$ cat config.mk
export PLATFORM = sky130hd
export DESIGN_NAME = interrupt_arbiter_8_flat
export DESIGN_NICKNAME = d
export VERILOG_FILES = /design/src/rtl/interrupt_arbiter_8_pkg.sv /design/src/rtl/interrupt_arbiter_8_if.sv /design/src/rtl/interrupt_arbiter_8_pri_enc.sv /design/src/rtl/interrupt_arbiter_8.sv /design/src/flat_wrapper.sv
export SDC_FILE = /design/constraint.sdc
export NUM_CORES = 1
export LEC_CHECK = 0
export BUFFER_PORTS_ARGS = -buffer_cell sky130_fd_sc_hd__buf_2
export CAP_MARGIN = 20
export CORE_AREA = 2 2 39 41
export CTS_CLUSTER_SIZE = 12
export DETAILED_ROUTE_END_ITERATION = 16
export DIE_AREA = 0 0 41 43
export GPL_TIMING_DRIVEN = 0
export PLACE_DENSITY = 0.63
export SETUP_SLACK_MARGIN = 0.15
export SLEW_MARGIN = 30
export SYNTH_ARGS = -nofsm -noshare
export SYNTH_HDL_FRONTEND = slang
export SYNTH_HIERARCHICAL = 1
export SYNTH_SLANG_ARGS = --single-unit
export TNS_END_PERCENT = 100
$ cat constraint.sdc
create_clock -name clk -period 2.8 [get_ports clk]
set_input_delay 0.56 -clock clk [delete_from_list [all_inputs] [get_ports clk]]
set_output_delay 0.56 -clock clk [all_outputs]
set_load 0.01 [all_outputs]
$ cat src/rtl/interrupt_arbiter_8_pkg.sv
// Shared definitions for the 8-input interrupt arbiter.
// Holds the FSM state encoding, the requester count and index width, and a
// rotate helper used when the ARB_ROUND_ROBIN_EN build option is enabled.
package irq_arb_pkg;

  localparam int N_REQ = 8;
  localparam int ID_W  = 3;

  localparam logic [1:0] IDLE    = 2'd0;
  localparam logic [1:0] GRANT   = 2'd1;
  localparam logic [1:0] RELEASE = 2'd2;

  // Rotate right so that bit s of the input lands in bit 0 of the result.
  function automatic logic [N_REQ-1:0] rotr(input logic [N_REQ-1:0] v,
                                            input logic [ID_W-1:0]  s);
    logic [N_REQ-1:0] r;
    r = '0;
    for (int k = 0; k < N_REQ; k++) begin
      r[k] = v[(k + int'(s)) % N_REQ];
    end
    return r;
  endfunction

endpackage

$ cat src/rtl/interrupt_arbiter_8_if.sv
// Request/grant bundle between interrupt sources and the arbiter.
// master: the requester side (drives enable, requests, ack).
// slave:  the arbiter (drives grant, group-select, cascade and busy flags).
interface interrupt_arbiter_8_if;
  import irq_arb_pkg::*;

  logic              ei_n;
  logic [N_REQ-1:0]  req_n;
  logic              ack;
  logic              gnt_valid;
  logic [ID_W-1:0]   gnt_id;
  logic              gs_n;
  logic              eo_n;
  logic              busy;

  modport master (
    output ei_n, req_n, ack,
    input  gnt_valid, gnt_id, gs_n, eo_n, busy
  );

  modport slave (
    input  ei_n, req_n, ack,
    output gnt_valid, gnt_id, gs_n, eo_n, busy
  );

endinterface

$ cat src/rtl/interrupt_arbiter_8_pri_enc.sv
// pri_enc_8: combinational 8-input priority encoder with active-low inputs.
// Reports the highest-index asserted (low) bit and whether any bit is low.
module pri_enc_8
  import irq_arb_pkg::*;
(
  input  logic [N_REQ-1:0] req_n,
  output logic [ID_W-1:0]  idx,
  output logic             any
);

  // Scan upward so the last (highest) asserted bit wins.
  always_comb begin
    idx = '0;
    any = 1'b0;
    for (int i = 0; i < N_REQ; i++) begin
      if (!req_n[i]) begin
        idx = ID_W'(i);
        any = 1'b1;
      end
    end
  end

endmodule

$ cat src/rtl/interrupt_arbiter_8.sv
// interrupt_arbiter_8: 8-way interrupt arbiter with IDLE/GRANT/RELEASE FSM.
// Default build uses fixed priority (bit 7 highest). Defining the macro
// ARB_ROUND_ROBIN_EN adds a rotating priority pointer that moves to just
// below the last winner after each grant. All outputs are registered.
// DELAY is a simulation-only output delay; it has no effect on the cycle
// behaviour and is not modelled in this synthesizable description.
module interrupt_arbiter_8
  import irq_arb_pkg::*;
#(
  parameter int DELAY = 10
) (
  input  logic                 clk,
  input  logic                 rst,
  interrupt_arbiter_8_if.slave bus
);

  if (DELAY < 0) begin : g_bad_delay
    $error("interrupt_arbiter_8: DELAY must be non-negative");
  end

  logic [1:0]       state_q,     state_d;
  logic             gnt_valid_q, gnt_valid_d;
  logic [ID_W-1:0]  gnt_id_q,    gnt_id_d;
  logic             gs_n_q,      gs_n_d;
  logic             eo_n_q,      eo_n_d;
  logic             busy_q,      busy_d;

  logic [N_REQ-1:0] enc_req_n;
  logic [ID_W-1:0]  enc_idx;
  logic             enc_any;
  logic [ID_W-1:0]  winner;

`ifdef ARB_ROUND_ROBIN_EN
  logic [ID_W-1:0]  ptr_q, ptr_d;
  logic [ID_W-1:0]  rot_amt;

  // Rotate so the pointer position appears at bit 7, then undo the rotation.
  always_comb begin
    rot_amt   = ptr_q + 3'd1;
    enc_req_n = rotr(bus.req_n, rot_amt);
    winner    = enc_idx + rot_amt;
  end
`else
  // Fixed priority: encoder sees the raw request lines.
  always_comb begin
    enc_req_n = bus.req_n;
    winner    = enc_idx;
  end
`endif

  pri_enc_8 u_pri_enc (
    .req_n (enc_req_n),
    .idx   (enc_idx),
    .any   (enc_any)
  );

  // Next-state and next-output logic for the grant FSM.
  always_comb begin
    state_d     = state_q;
    gnt_valid_d = gnt_valid_q;
    gnt_id_d    = gnt_id_q;
    gs_n_d      = gs_n_q;
`ifdef ARB_ROUND_ROBIN_EN
    ptr_d       = ptr_q;
`endif
    case (state_q)
      IDLE: begin
        gnt_valid_d = 1'b0;
        gs_n_d      = 1'b1;
        if (!bus.ei_n && enc_any) begin
          state_d     = GRANT;
          gnt_valid_d = 1'b1;
          gnt_id_d    = winner;
          gs_n_d      = 1'b0;
`ifdef ARB_ROUND_ROBIN_EN
          ptr_d       = winner - 3'd1;
`endif
        end
      end
      GRANT: begin
        if (bus.ack) begin
          state_d     = RELEASE;
          gnt_valid_d = 1'b0;
          gs_n_d      = 1'b1;
        end
      end
      RELEASE: begin
        state_d     = IDLE;
        gnt_valid_d = 1'b0;
        gs_n_d      = 1'b1;
      end
      default: begin
        state_d     = IDLE;
        gnt_valid_d = 1'b0;
        gs_n_d      = 1'b1;
      end
    endcase
    eo_n_d = !((state_d == IDLE) && !bus.ei_n && (bus.req_n == 8'hFF));
    busy_d = (state_d != IDLE);
  end

  // State and output registers with synchronous reset.
  always_ff @(posedge clk) begin
    if (rst) begin
      state_q     <= IDLE;
      gnt_valid_q <= 1'b0;
      gnt_id_q    <= '0;
      gs_n_q      <= 1'b1;
      eo_n_q      <= 1'b1;
      busy_q      <= 1'b0;
`ifdef ARB_ROUND_ROBIN_EN
      ptr_q       <= 3'd7;
`endif
    end else begin
      state_q     <= state_d;
      gnt_valid_q <= gnt_valid_d;
      gnt_id_q    <= gnt_id_d;
      gs_n_q      <= gs_n_d;
      eo_n_q      <= eo_n_d;
      busy_q      <= busy_d;
`ifdef ARB_ROUND_ROBIN_EN
      ptr_q       <= ptr_d;
`endif
    end
  end

  assign bus.gnt_valid = gnt_valid_q;
  assign bus.gnt_id    = gnt_id_q;
  assign bus.gs_n      = gs_n_q;
  assign bus.eo_n      = eo_n_q;
  assign bus.busy      = busy_q;

endmodule

$ cat src/flat_wrapper.sv
// flat-port wrapper written by rule: the top's interface ports become plain ports
module interrupt_arbiter_8_flat import irq_arb_pkg::*;
#(
  parameter int DELAY = 10
)
  (clk, rst, bus_ei_n, bus_req_n, bus_ack, bus_gnt_valid, bus_gnt_id, bus_gs_n, bus_eo_n, bus_busy);
  interrupt_arbiter_8_if bus_i ();
  input  logic clk;
  input  logic rst;
  input wire logic [$bits(bus_i.ei_n)-1:0] bus_ei_n;
  input wire logic [$bits(bus_i.req_n)-1:0] bus_req_n;
  input wire logic [$bits(bus_i.ack)-1:0] bus_ack;
  output wire logic [$bits(bus_i.gnt_valid)-1:0] bus_gnt_valid;
  output wire logic [$bits(bus_i.gnt_id)-1:0] bus_gnt_id;
  output wire logic [$bits(bus_i.gs_n)-1:0] bus_gs_n;
  output wire logic [$bits(bus_i.eo_n)-1:0] bus_eo_n;
  output wire logic [$bits(bus_i.busy)-1:0] bus_busy;
  assign bus_i.ei_n = bus_ei_n;
  assign bus_i.req_n = bus_req_n;
  assign bus_i.ack = bus_ack;
  assign bus_gnt_valid = bus_i.gnt_valid;
  assign bus_gnt_id = bus_i.gnt_id;
  assign bus_gs_n = bus_i.gs_n;
  assign bus_eo_n = bus_i.eo_n;
  assign bus_busy = bus_i.busy;
  interrupt_arbiter_8 #(.DELAY(DELAY)) u_core (.clk(clk), .rst(rst), .bus(bus_i));
endmodule
# Word-level counts from Yosys, hierarchy flattened
# Cells that the tools add are included.
# word_totals
regBits	9
word_cells	42
# classes
eq_ne	3
n_mux	24
reduce_logical	9
# op_table
op	n
$mux W3	6
$mux W1	13
$eq A8 B8 Y1 const B	1
$logic_not A2 Y1	2
$mux W2	2
$pmux W1 S2	2
$pmux W2 S2	1
$logic_and A1 B1 Y1	3
$eq A2 B1 Y1 const B	1
$logic_not A1 Y1	2
$ne A2 B2 Y1 const B	1
$reduce_and A2 Y1	1
$reduce_bool A2 Y1	1

# Depth between registers and ports, before layout
# Gate-level depths: netlist (run 1).
# depth
word_depth	15
depth_mapped	5
ltp_nobuf	5

# By module
# The synthesis (run 1) kept the hierarchy.
# modules_own_cells
mod	n_inst	cells_per_inst	area_each_um2	seq_area_each_um2
interrupt_arbiter_8	1	32	341.6	180.2
pri_enc_8	1	11	56.3	0.0

# Worst setup path after synthesis (run 1)
# OpenSTA, ideal clock, no wires.
# synth_timing
kind	input -> register
from	input bus_req_n[5]
to	register u_core.gnt_id_q[0] (netlist: u_core/bus.gnt_id[0])
arrival_time_ps	1359
required_ps	2675
setup_slack_ps	1316
cell_stages	5
cell_sequence	nand4_1 or3_1 nor4b_4 mux2i_1 nor2_1
# synth_between
elab_chain_cells	5
elab_cells_between_ends	8
cone_classes	mux: 6; reduce/logical: 2
# synth_lines
item	line_no	source
start: declaration	flat_wrapper.sv:11	input wire logic [$bits(bus_i.req_n)-1:0] bus_req_n;
$mux W1 (3 in a row)	interrupt_arbiter_8_pri_enc.sv:16	if (!req_n[i]) begin
via u_core.enc_any	interrupt_arbiter_8.sv:30	logic enc_any;
$logic_and A1 B1 Y1	interrupt_arbiter_8.sv:70	if (!bus.ei_n && enc_any) begin
$reduce_and A2 Y1 (no line)	-	
end signal: assignment	interrupt_arbiter_8.sv:117	gnt_id_q <= gnt_id_d;
end: declaration	interrupt_arbiter_8.sv:23	logic [ID_W-1:0] gnt_id_q, gnt_id_d;
# The timed path passes the listed nets, and every way through them passes these cells.
# A chain may end at the register's enable or synchronous reset.

# Worst setup path after layout (run 1)
# layout_timing
from	input bus_req_n[6]
to	register u_core.gnt_id_q[2] (netlist: u_core/bus.gnt_id[2])
# layout_between
elab_cells_between_ends	6
cone_classes	mux: 4; reduce/logical: 2
# layout_rtl
item	line_no	source
$mux W3 (2 in a row)	interrupt_arbiter_8_pri_enc.sv:16	
via u_core.enc_idx[2]	interrupt_arbiter_8.sv:29	logic [ID_W-1:0] enc_idx;
# The timed path passes the listed nets, and every way through them passes these cells.

==> results_dict.tcl, run 1 <==
set metrics [dict create \
    numCtsBuffers 3 \
    ctsHoldBuffers 0 \
    dieArea_mm2 0.00176 \
    status "complete, no violations" \
    synth_top_family_by_area "simple AND/OR/NAND/NOR gates" \
    fin_area_um2 529 \
    drt_iter0_drc 19 \
    fin_crit_ns 1.51 \
    pwr-share-seq_pct 48.9 \
    irDropWorstVdd_mv 0.209 \
    avgRoutedWirePerCell_um 10.3 \
    finalWorstSetupSlack_ns 1.29 \
    required_ns 2.94 \
    root_buffer "clkbuf_4" \
    antenna_found_initial 0 \
    place_congestion 0.676 \
    max_freq_ghz 0.663 \
    antenna_cells 0 \
    synth_area_um2 398 \
    ys_seq_elements 9 \
    rsz0062_at_grt "no" \
    slowest_stage "nor4b_4" \
    grt_first_pass_wirelength_um 1350 \
    synth_cell_type_count 19 \
    worstHoldPathType "flop to flop" \
    rows 14 \
    worstSetupEndpointType "flop" \
    dpl.cell_count 76 \
    layout-drive-gt1-share_pct 35.9 \
    clk_pin_slew_ns 0.06 \
    cp_cell_sequence "buf_2 > nand4_1 > or3_1 > nor4b_4 > mux2i_1 > nor2_1" \
    crit_path_max_fanout 6 \
    die_x_um 41 \
    stdcell_count 80 \
    postCtsSetupBuffers 0 \
    insertion_delay_ns 0.26 \
    start_kind "input port" \
    via_per_inst 4.68 \
    yosysTopAreaCell "dfxtp_1" \
    cellInternalPower_uw 214 \
    power.density_mw_per_mm2 547 \
    yosysWarnings 6 \
    netSwitchingPower_uw 75.1 \
    dr.pass1.iters 4 \
    drc 0 \
    syn_avg_cell_area_um2 9.25 \
    grt_pass1_vias 336 \
    setup_viol 0 \
    ant_nets 0 \
    slew_viol_final 0 \
    synth_cells 43 \
    yosysTopAreaCellShare_pct 45.3 \
    initial_core_util_pct 28.8 \
    clk_path_buf_depth 2 \
    fill_cells 148 \
    die_h_um 43 \
    post-place-ws_ns 1.04 \
    post_dp_cell_area_um2 503 \
    htreeDepth 1 \
    drt_wl_total_um 821 \
    pin_count 19 \
    synth_mux_area_share_pct 7.55 \
    cpPeakStageDelay_ns 0.42 \
    power_leakage_uw 0.000246 \
    seq_area_frac_synth_pct 45.3 \
    yosys-top-cells-area "dfxtp_1 (45%), mux2i_1 (7.5%), nor2_1 (6.6%)" \
    finalCritPeriodShare_pct 53.9 \
    drv_cap 0 \
    synthAdderAreaFrac_pct 0 \
    worst_slew_pin_slew_ns 0.475 \
    grt_max_degree 10 \
    synth_compound_area_share_pct 9.75 \
    power.share.clock_pct 34.9 \
    switching_share_pct 25.9 \
    final_core_util_pct 38.2 \
    comb_power_share_pct 16.2 \
    area_growth_pct 33.0 \
    io_buffers 17 \
    cts-resized-gates 0 \
    hold_viol 0 \
    slew_headroom_pct 68.2 \
    post-dp-hpwl_um 612 \
    clock-sinks 9 \
    synth_xor_area_share_pct 0 \
    layout_commonest_cell "buf_2" \
    grt_remaining_overflow 0 \
    dr_total_vias 374 \
    critPathKind "input port to flop" \
    finalSetupTns_ns 0 \
    coreArea_mm2 0.00138 \
    syn-num-nets 55 \
    cts_tree "yes" \
    final_nets 77 \
    grt_use_total_pct 11.7 \
    cp.arrival_ns 1.65 \
    final_cell_mix "buf_2 (17), dfxtp_1 (9), nor2_1 (7)" \
    synth-simple-area-share_pct 34.6 \
    clock-skew-final_ns 0.00398 \
]
[final cells by class]
class | instances | area, um2 | area share, %
multi-input combinational | 31 | 206 | 39.0
tap | 16 | 20.0 | 3.78
clock buffer | 4 | 26.3 | 4.96
buffer | 1 | 3.75 | 0.709
timing repair buffer | 17 | 85.1 | 16.1
inverter | 2 | 7.51 | 1.42
sequential | 9 | 180 | 34.0
[worst max-delay path: cells and delay by family]
| kind | cells | cell delay [ns] |
|---|---|---|
| buffers and inverters | 1 | 0.12 |
| multiplexers | 1 | 0.26 |
| AND/OR/NAND/NOR | 4 | 0.71 |
[power groups by stage]
stage | Clock [uW] | Sequential, uW | Combinational (uW)
2_1_floorplan | 0 | 148 | 22.2
3_3_place_gp | 0 | 145 | 46.0
3_5_place_dp | 0 | 145 | 46.7
4_1_cts | 107 | 142 | 46.9
5_1_grt | 111 | 143 | 52.7
6_report | 101 | 142 | 46.9
[routing by layer]
layer	vias up	part of all wire [%]	track usage, %
met5	-	0	0
met4	0	0	6.00
met3	0	7.7	6.28
met1	168	47	13.6
met2	10	46	16.6
li1	196	-	-
[Yosys cell counts, drive strengths merged]
master,number
a21oi,1
o21ai,2
dfxtp,9
nor3,1
mux2i,3
and4,1
inv,2
and4bb,1
nor2,7
nand2,2
nor4b,1
o21bai,2
nor2b,2
nand3,3
a31o,1
or3,1
clkbuf,1
nand4,2
nor3b,1
[through the flow]
step	hold slack [ns]	total power (uW)
floorplan	0.528	170
global placement	0.467	191
detailed placement	0.478	191
CTS	0.493	296
global route	0.519	307
finish	0.488	290
[worst paths after layout]
| check | startpoint | to | slack [ns] | cells past startpoint |
|---|---|---|---|---|
| min | u_core/bus.gnt_valid$_SDFFE_PP0P_ | u_core/bus.gnt_valid$_SDFFE_PP0P_ | 0.49 | 2 |
| max | bus_req_n[6] | u_core/bus.gnt_id[2]$_SDFFE_PP0P_ | 1.29 | 6 |
| min reg2reg | u_core/bus.gnt_valid$_SDFFE_PP0P_ | u_core/bus.gnt_valid$_SDFFE_PP0P_ | 0.49 | 2 |
| max reg2reg | u_core/state_q[1]$_SDFF_PP0_ | u_core/bus.gnt_id[2]$_SDFFE_PP0P_ | 1.53 | 3 |
[cell families after synthesis]
group           after synthesis
compound gates                6
buf+inv                       3
flops                         9
mux                           3
simple gates                 22
[sequential cells by signal (all words and copies together), names as in the netlist]
name                  flops
u_core/bus.busy           1
u_core/bus.eo_n           1
u_core/bus.gnt_id         3
u_core/bus.gnt_valid      1
u_core/bus.gs_n           1
u_core/state_q            2
(Power assumes the default switching activity.)
==> inputs of run 2 (changes only) <==
ABC_AREA = 1   (was default)
PLACE_DENSITY = 0.67   (was 0.63)
clock period = 1.5 ns   (was 2.8 ns; I/O delays follow)
==> run 2 against run 1 <==
- utilization is 4.4 points higher
- clock power rose by 83%
- sequential share of layout area is 3.5 points lower
- cell count grew 30%
- register-to-register slack worse by 0.94 ns
- count of clock-buffer cells in the layout is the same
- critical path type unchanged
- die area unchanged
- largest power group unchanged
- critical endpoint is now u_core/bus.eo_n$_SDFF_PP1_
- first-iteration DRC count decreased by 58%
- clock skew shrank 0.00053 ns
==> results_dict.tcl, run 2 <==
set metrics [dict create \
    insertion_delay_ns 0.26 \
    max_freq_ghz 0.907 \
    slew_headroom_pct 82.7 \
    dieArea_mm2 0.00176 \
    die_h_um 43 \
    power.density_mw_per_mm2 939 \
    status "complete, no violations" \
    grt_first_pass_wirelength_um 1660 \
    syn_avg_cell_area_um2 6.88 \
    yosysTopAreaCell "dfxtp_1" \
    post-dp-hpwl_um 708 \
    worst_slew_pin_slew_ns 0.257 \
    drv_cap 0 \
    drt_wl_total_um 929 \
    grt_remaining_overflow 0 \
    multi_input_area_um2 236 \
    synth_edf_count 0 \
    rows 14 \
    root_buffer "clkbuf_4" \
    numCtsBuffers 3 \
    hold_viol 0 \
    critPathKind "input port to flop" \
    htreeDepth 1 \
    dr_total_vias 487 \
    seq_area_um2 180 \
    grt_pass1_vias 464 \
    finalSetupTns_ns 0 \
    ant_nets 0 \
    clk_pin_slew_ns 0.06 \
    clk_path_buf_depth 2 \
    total_power_uw 554 \
    die_x_um 41 \
    stdcell_count 104 \
    final_core_util_pct 42.7 \
    antenna_found_initial 0 \
    synth.most_common_cell "nand2_1" \
    ys_seq_elements 9 \
    pin_count 19 \
    layout-drive-gt1-share_pct 31.8 \
    start_kind "input port" \
    clock-sinks 9 \
    synth_cell_type_count 14 \
    postCtsSetupBuffers 0 \
    crit_path_max_fanout 8 \
    syn-num-nets 78 \
    largest_reg_flops 3 \
    rsz0062_at_grt "no" \
    synthFlopType "dfxtp_1" \
    grt_max_degree 9 \
    layout_commonest_cell "buf_2" \
    io_buffers 18 \
    power_leakage_uw 0.000313 \
    area_growth_pct 30.0 \
    grt_use_total_pct 13.5 \
    yosys-top-cells-count "nand2_1 (17), dfxtp_1 (9), inv_1 (9)" \
    post_dp_cell_area_um2 564 \
    fill_cells 149 \
    cts_tree "yes" \
    final_nets 101 \
    setup_viol 0 \
    via_per_inst 4.68 \
    synthArstFlopShare_pct 0 \
    seq_area_frac_synth_pct 39.7 \
    yosys-top-cells-area "dfxtp_1 (40%), nand2_1 (14%), nand3_1 (7.7%)" \
    synth_cells 66 \
    initial_core_util_pct 32.8 \
    place_congestion 0.801 \
    clock-skew-final_ns 0.00346 \
    final_cell_mix "buf_2 (18), nand2_1 (17), inv_1 (9), dfxtp_1 (9), nor2_1 (8)" \
    drt_iter0_drc 8 \
    antenna_cells 0 \
    finalCritPeriodShare_pct 73.5 \
    avgRoutedWirePerCell_um 8.93 \
    yosysTopAreaCellShare_pct 39.7 \
    worstSetupEndpointType "flop" \
    fin_crit_ns 1.10 \
    drc 0 \
    dr.pass1.iters 4 \
    slew_viol_final 0 \
    cts-resized-gates 0 \
    required_ns 1.65 \
    yosysWarnings 6 \
    cp.arrival_ns 1.25 \
    ctsHoldBuffers 0 \
    irDropWorstVdd_mv 0.351 \
    worstHoldPathType "input port to flop" \
    synth_area_um2 454 \
    fin_area_um2 591 \
    coreArea_mm2 0.00138 \
    dpl.cell_count 100 \
]
==> run 2: changes by cell type in the layout (fill, tap and decap cells not counted), moves of 2 or more <==
| cell | change |
|---|---|
| a21oi_1 | +2 |
| a21oi_2 | +2 |
| inv_1 | +7 |
| mux2i_1 | -3 |
| nand2_1 | +15 |
| nand3_1 | +4 |
| nand4_1 | +2 |
| nor2_4 | +2 |
| nor2b_1 | -2 |
| o21bai_1 | -2 |
==> run 2: area by class of cell <==
class / instances / share of cell area (%)
multi-input cells: 47 / 40.0
flip-flops and latches: 9 / 30.5
repair buffers: 18 / 15.3
inverters: 10 / 6.36
clock buffers: 4 / 4.45
well taps: 16 / 3.39
==> run 2: worst paths after layout <==
| kind | from | endpoint | slack, ns | cells past startpoint |
|---|---|---|---|---|
| setup / recovery | bus_req_n[5] | u_core/bus.eo_n$_SDFF_PP1_ | 0.40 | 9 |
| hold / removal | rst | u_core/bus.gnt_valid$_SDFFE_PP0P_ | 0.27 | 2 |
| setup reg to reg | u_core/state_q[0]$_SDFF_PP0_ | u_core/bus.gs_n$_SDFFE_PP1P_ | 0.59 | 4 |
| hold reg to reg | u_core/bus.gnt_id[2]$_SDFFE_PP0P_ | u_core/bus.gnt_id[2]$_SDFFE_PP0P_ | 0.48 | 2 |
==> run 2: where the power goes <==
group | switching, uW | internal [uW] | leakage, uW
clock | 82.5 | 102 | 0.0000150
combinational | 59.8 | 42.9 | 0.000223
sequential | 10.6 | 256 | 0.0000745
==> run 2: routing by layer <==
| layer | global-route usage (%) | part of all wire [%] | vias to the layer above |
|---|---|---|---|
| met5 | 0 | 0 | - |
| met4 | 6.00 | 0 | 0 |
| met3 | 4.71 | 2.6 | 0 |
| met2 | 21.3 | 48 | 7 |
| met1 | 15.6 | 49 | 223 |
| li1 | - | - | 257 |
==> run 2: worst max-delay path: stages <==
cell and delay (ns):
buf_2 0.10, nand2_1 0.06, inv_2 0.06, nand3_2 0.06, or2_1 0.20, inv_1 0.09
nor2_4 0.06, o21ai_0 0.23, nand2_1 0.08
==> run 2: cells by family (layout without fill, tap and decap cells) <==
group	Yosys count	after routing	share of synthesized area [%]
buf+inv	10	32	8.26
flops	9	9	39.7
compound gates	6	6	8.26
simple gates	41	41	43.8
==> run 2: metrics by stage <==
step,worst slack [ns],hold WS [ns]
2_1_floorplan,0.352,0.362
3_3_place_gp,0.165,0.469
3_5_place_dp,0.141,0.471
4_1_cts,0.430,0.253
5_1_grt,0.263,0.264
6_report,0.398,0.265
==> inputs of run 3 (changes only) <==
ABC_AREA = 0   (was 1)
PLACE_DENSITY = 0.65   (was 0.67)
clock period = 1 ns   (was 1.5 ns; I/O delays follow)
==> run 3 against run 2 <==
- the run now ends with negative setup slack left
- critical path depth fell by 6
- die area stayed put
- clock skew is 0.00089 ns lower
- total power up 57%
- critical endpoint is now u_core/bus.gnt_id[0]$_SDFFE_PP0P_
- worst hold slack lost 0.046 ns
- sequential share of layout area down 2.1 points
- final area is 13% higher
- worst setup slack worse by 0.54 ns
==> results_dict.tcl, run 3 (synthesis results as in run 1) <==
set metrics [dict create \
    irDropWorstVdd_mv 0.869 \
    finalCritPeriodShare_pct 115 \
    place_congestion 0.750 \
    clock-skew-final_ns 0.00257 \
    fill_cells 126 \
    crit_path_max_fanout 4 \
    power.density_mw_per_mm2 1310 \
    cpPeakStageDelay_ns 0.39 \
    start_kind "flop" \
    cp_cell_sequence "nor4b_4 > mux2i_1 > nor2_1" \
    dr.pass1.iters 4 \
    grt_remaining_overflow 0 \
    die_x_um 41 \
    violations "negative setup slack" \
    htreeDepth 1 \
    ant_nets 0 \
    root_buffer "clkbuf_4" \
    max_freq_ghz 0.873 \
    dieArea_mm2 0.00176 \
    post-dp-hpwl_um 621 \
    clock-sinks 9 \
    fin_crit_ns 1.15 \
    antenna_cells 0 \
    drv_cap 0 \
    antenna_found_initial 0 \
    worst_slew_pin_slew_ns 0.364 \
    slowest_stage "nor4b_4" \
    seq_area_um2 189 \
    coreArea_mm2 0.00138 \
    cp.arrival_ns 1.27 \
    grt_first_pass_wirelength_um 1550 \
    initial_core_util_pct 28.8 \
    via_per_inst 4.66 \
    finalSetupTns_ns -0.754 \
    dr_total_vias 401 \
    whs_ns 0.219 \
    cts_tree "yes" \
    largest_reg_flops 3 \
    grt_max_degree 10 \
    worstHoldPathType "input port to flop" \
    numCtsBuffers 3 \
    drt_iter0_drc 4 \
    final_cell_mix "buf_6 (11), nor2_1 (7), dfxtp_2 (7)" \
    drt_wl_total_um 953 \
    grt_pass1_vias 389 \
    area_growth_pct 67.0 \
    status "finished, violations left" \
    final_nets 83 \
    avgRoutedWirePerCell_um 11.1 \
    worstSetupEndpointType "flop" \
    pin_count 19 \
    layout_commonest_cell "buf_6" \
    required_ns 1.13 \
    rsz0062_at_grt "yes" \
    rows 14 \
    clk_path_buf_depth 2 \
    io_buffers 17 \
    drc 0 \
    die_h_um 43 \
    grt_use_total_pct 13.4 \
    power_leakage_uw 0.000300 \
    insertion_delay_ns 0.25 \
    ctsHoldBuffers 0 \
    multi_input_area_um2 209 \
    slew_viol_final 0 \
    layout-drive-gt1-share_pct 52.9 \
    finalWorstSetupSlack_ns -0.145 \
    setup_viol 6 \
    total_power_uw 868 \
    clk_pin_slew_ns 0.06 \
    slew_headroom_pct 75.6 \
    cp_top_family "simple AND/OR/NAND/NOR gates" \
    path_buf_inv 0 \
    hold_viol 0 \
    critPathKind "flop to flop" \
]
run 3: changes by cell type in the layout (fill, tap and decap cells not counted), moves of 4 or more:
cell	before	now
buf_6	0	11
inv_1	9	2
buf_2	18	5
buf_4	0	6
dfxtp_1	9	2
dfxtp_2	0	7
nand2_1	17	1
nand3_1	7	3
run 3: routing by layer:
metal | GRT usage (%) | vias up | routed length [um]
met5 | 0 | - | 0
met4 | 2.00 | 0 | 0
met3 | 10.5 | 0 | 76
met2 | 20.6 | 14 | 465
met1 | 14.2 | 175 | 411
li1 | - | 212 | -
run 3: power breakdown:
| part | internal [uW] | switching [uW] |
|---|---|---|
| registers | 388 | 18.7 |
| clock network | 153 | 116 |
| logic | 118 | 73.9 |
run 3: per-stage QoR:
step	util, %	cell area [um2]	std cells	worst slack [ns]
3_5_place_dp	36.4	504	76	-0.387
3_3_place_gp	36.4	504	76	-0.366
2_1_floorplan	-	399	43	-0.118
4_1_cts	46.4	642	85	-0.160
6_report	48.0	664	86	-0.145
5_1_grt	48.0	664	86	-0.227
run 3: final cells by class:
cell class | count | area share, %
plain buffers | 1 | 0.565
clock buffers | 4 | 3.95
inverters | 2 | 1.13
multi-input cells | 31 | 31.5
flip-flops and latches | 9 | 28.4
well taps | 16 | 3.01
repair buffers | 23 | 31.5
run 3: path summary, 6_finish.rpt:
path / from / end / slack [ns] / cells past startpoint
max: u_core/state_q[1]$_SDFF_PP0_ / u_core/bus.gnt_id[0]$_SDFFE_PP0P_ / -0.15 / 3
min: bus_ei_n / u_core/bus.eo_n$_SDFF_PP1_ / 0.22 / 3
max reg2reg: u_core/state_q[1]$_SDFF_PP0_ / u_core/bus.gnt_id[0]$_SDFFE_PP0P_ / -0.15 / 3
min reg2reg: u_core/bus.gnt_valid$_SDFFE_PP0P_ / u_core/bus.gnt_valid$_SDFFE_PP0P_ / 0.49 / 2
run 3: tightest hold or removal path: stages:
cell and delay (ns):
buf_2 0.12, nor3_1 0.06, nand3_1 0.06
run 3: repair_timing:
action / CTS / global route
endpoints found under the hold margin: 0 / 0
resized for setup: 17 / 4
setup endpoints to repair: 15 / 15
gates cloned: 0 / 0
pin swaps: 2 / 2
setup buffers: 5 / 1
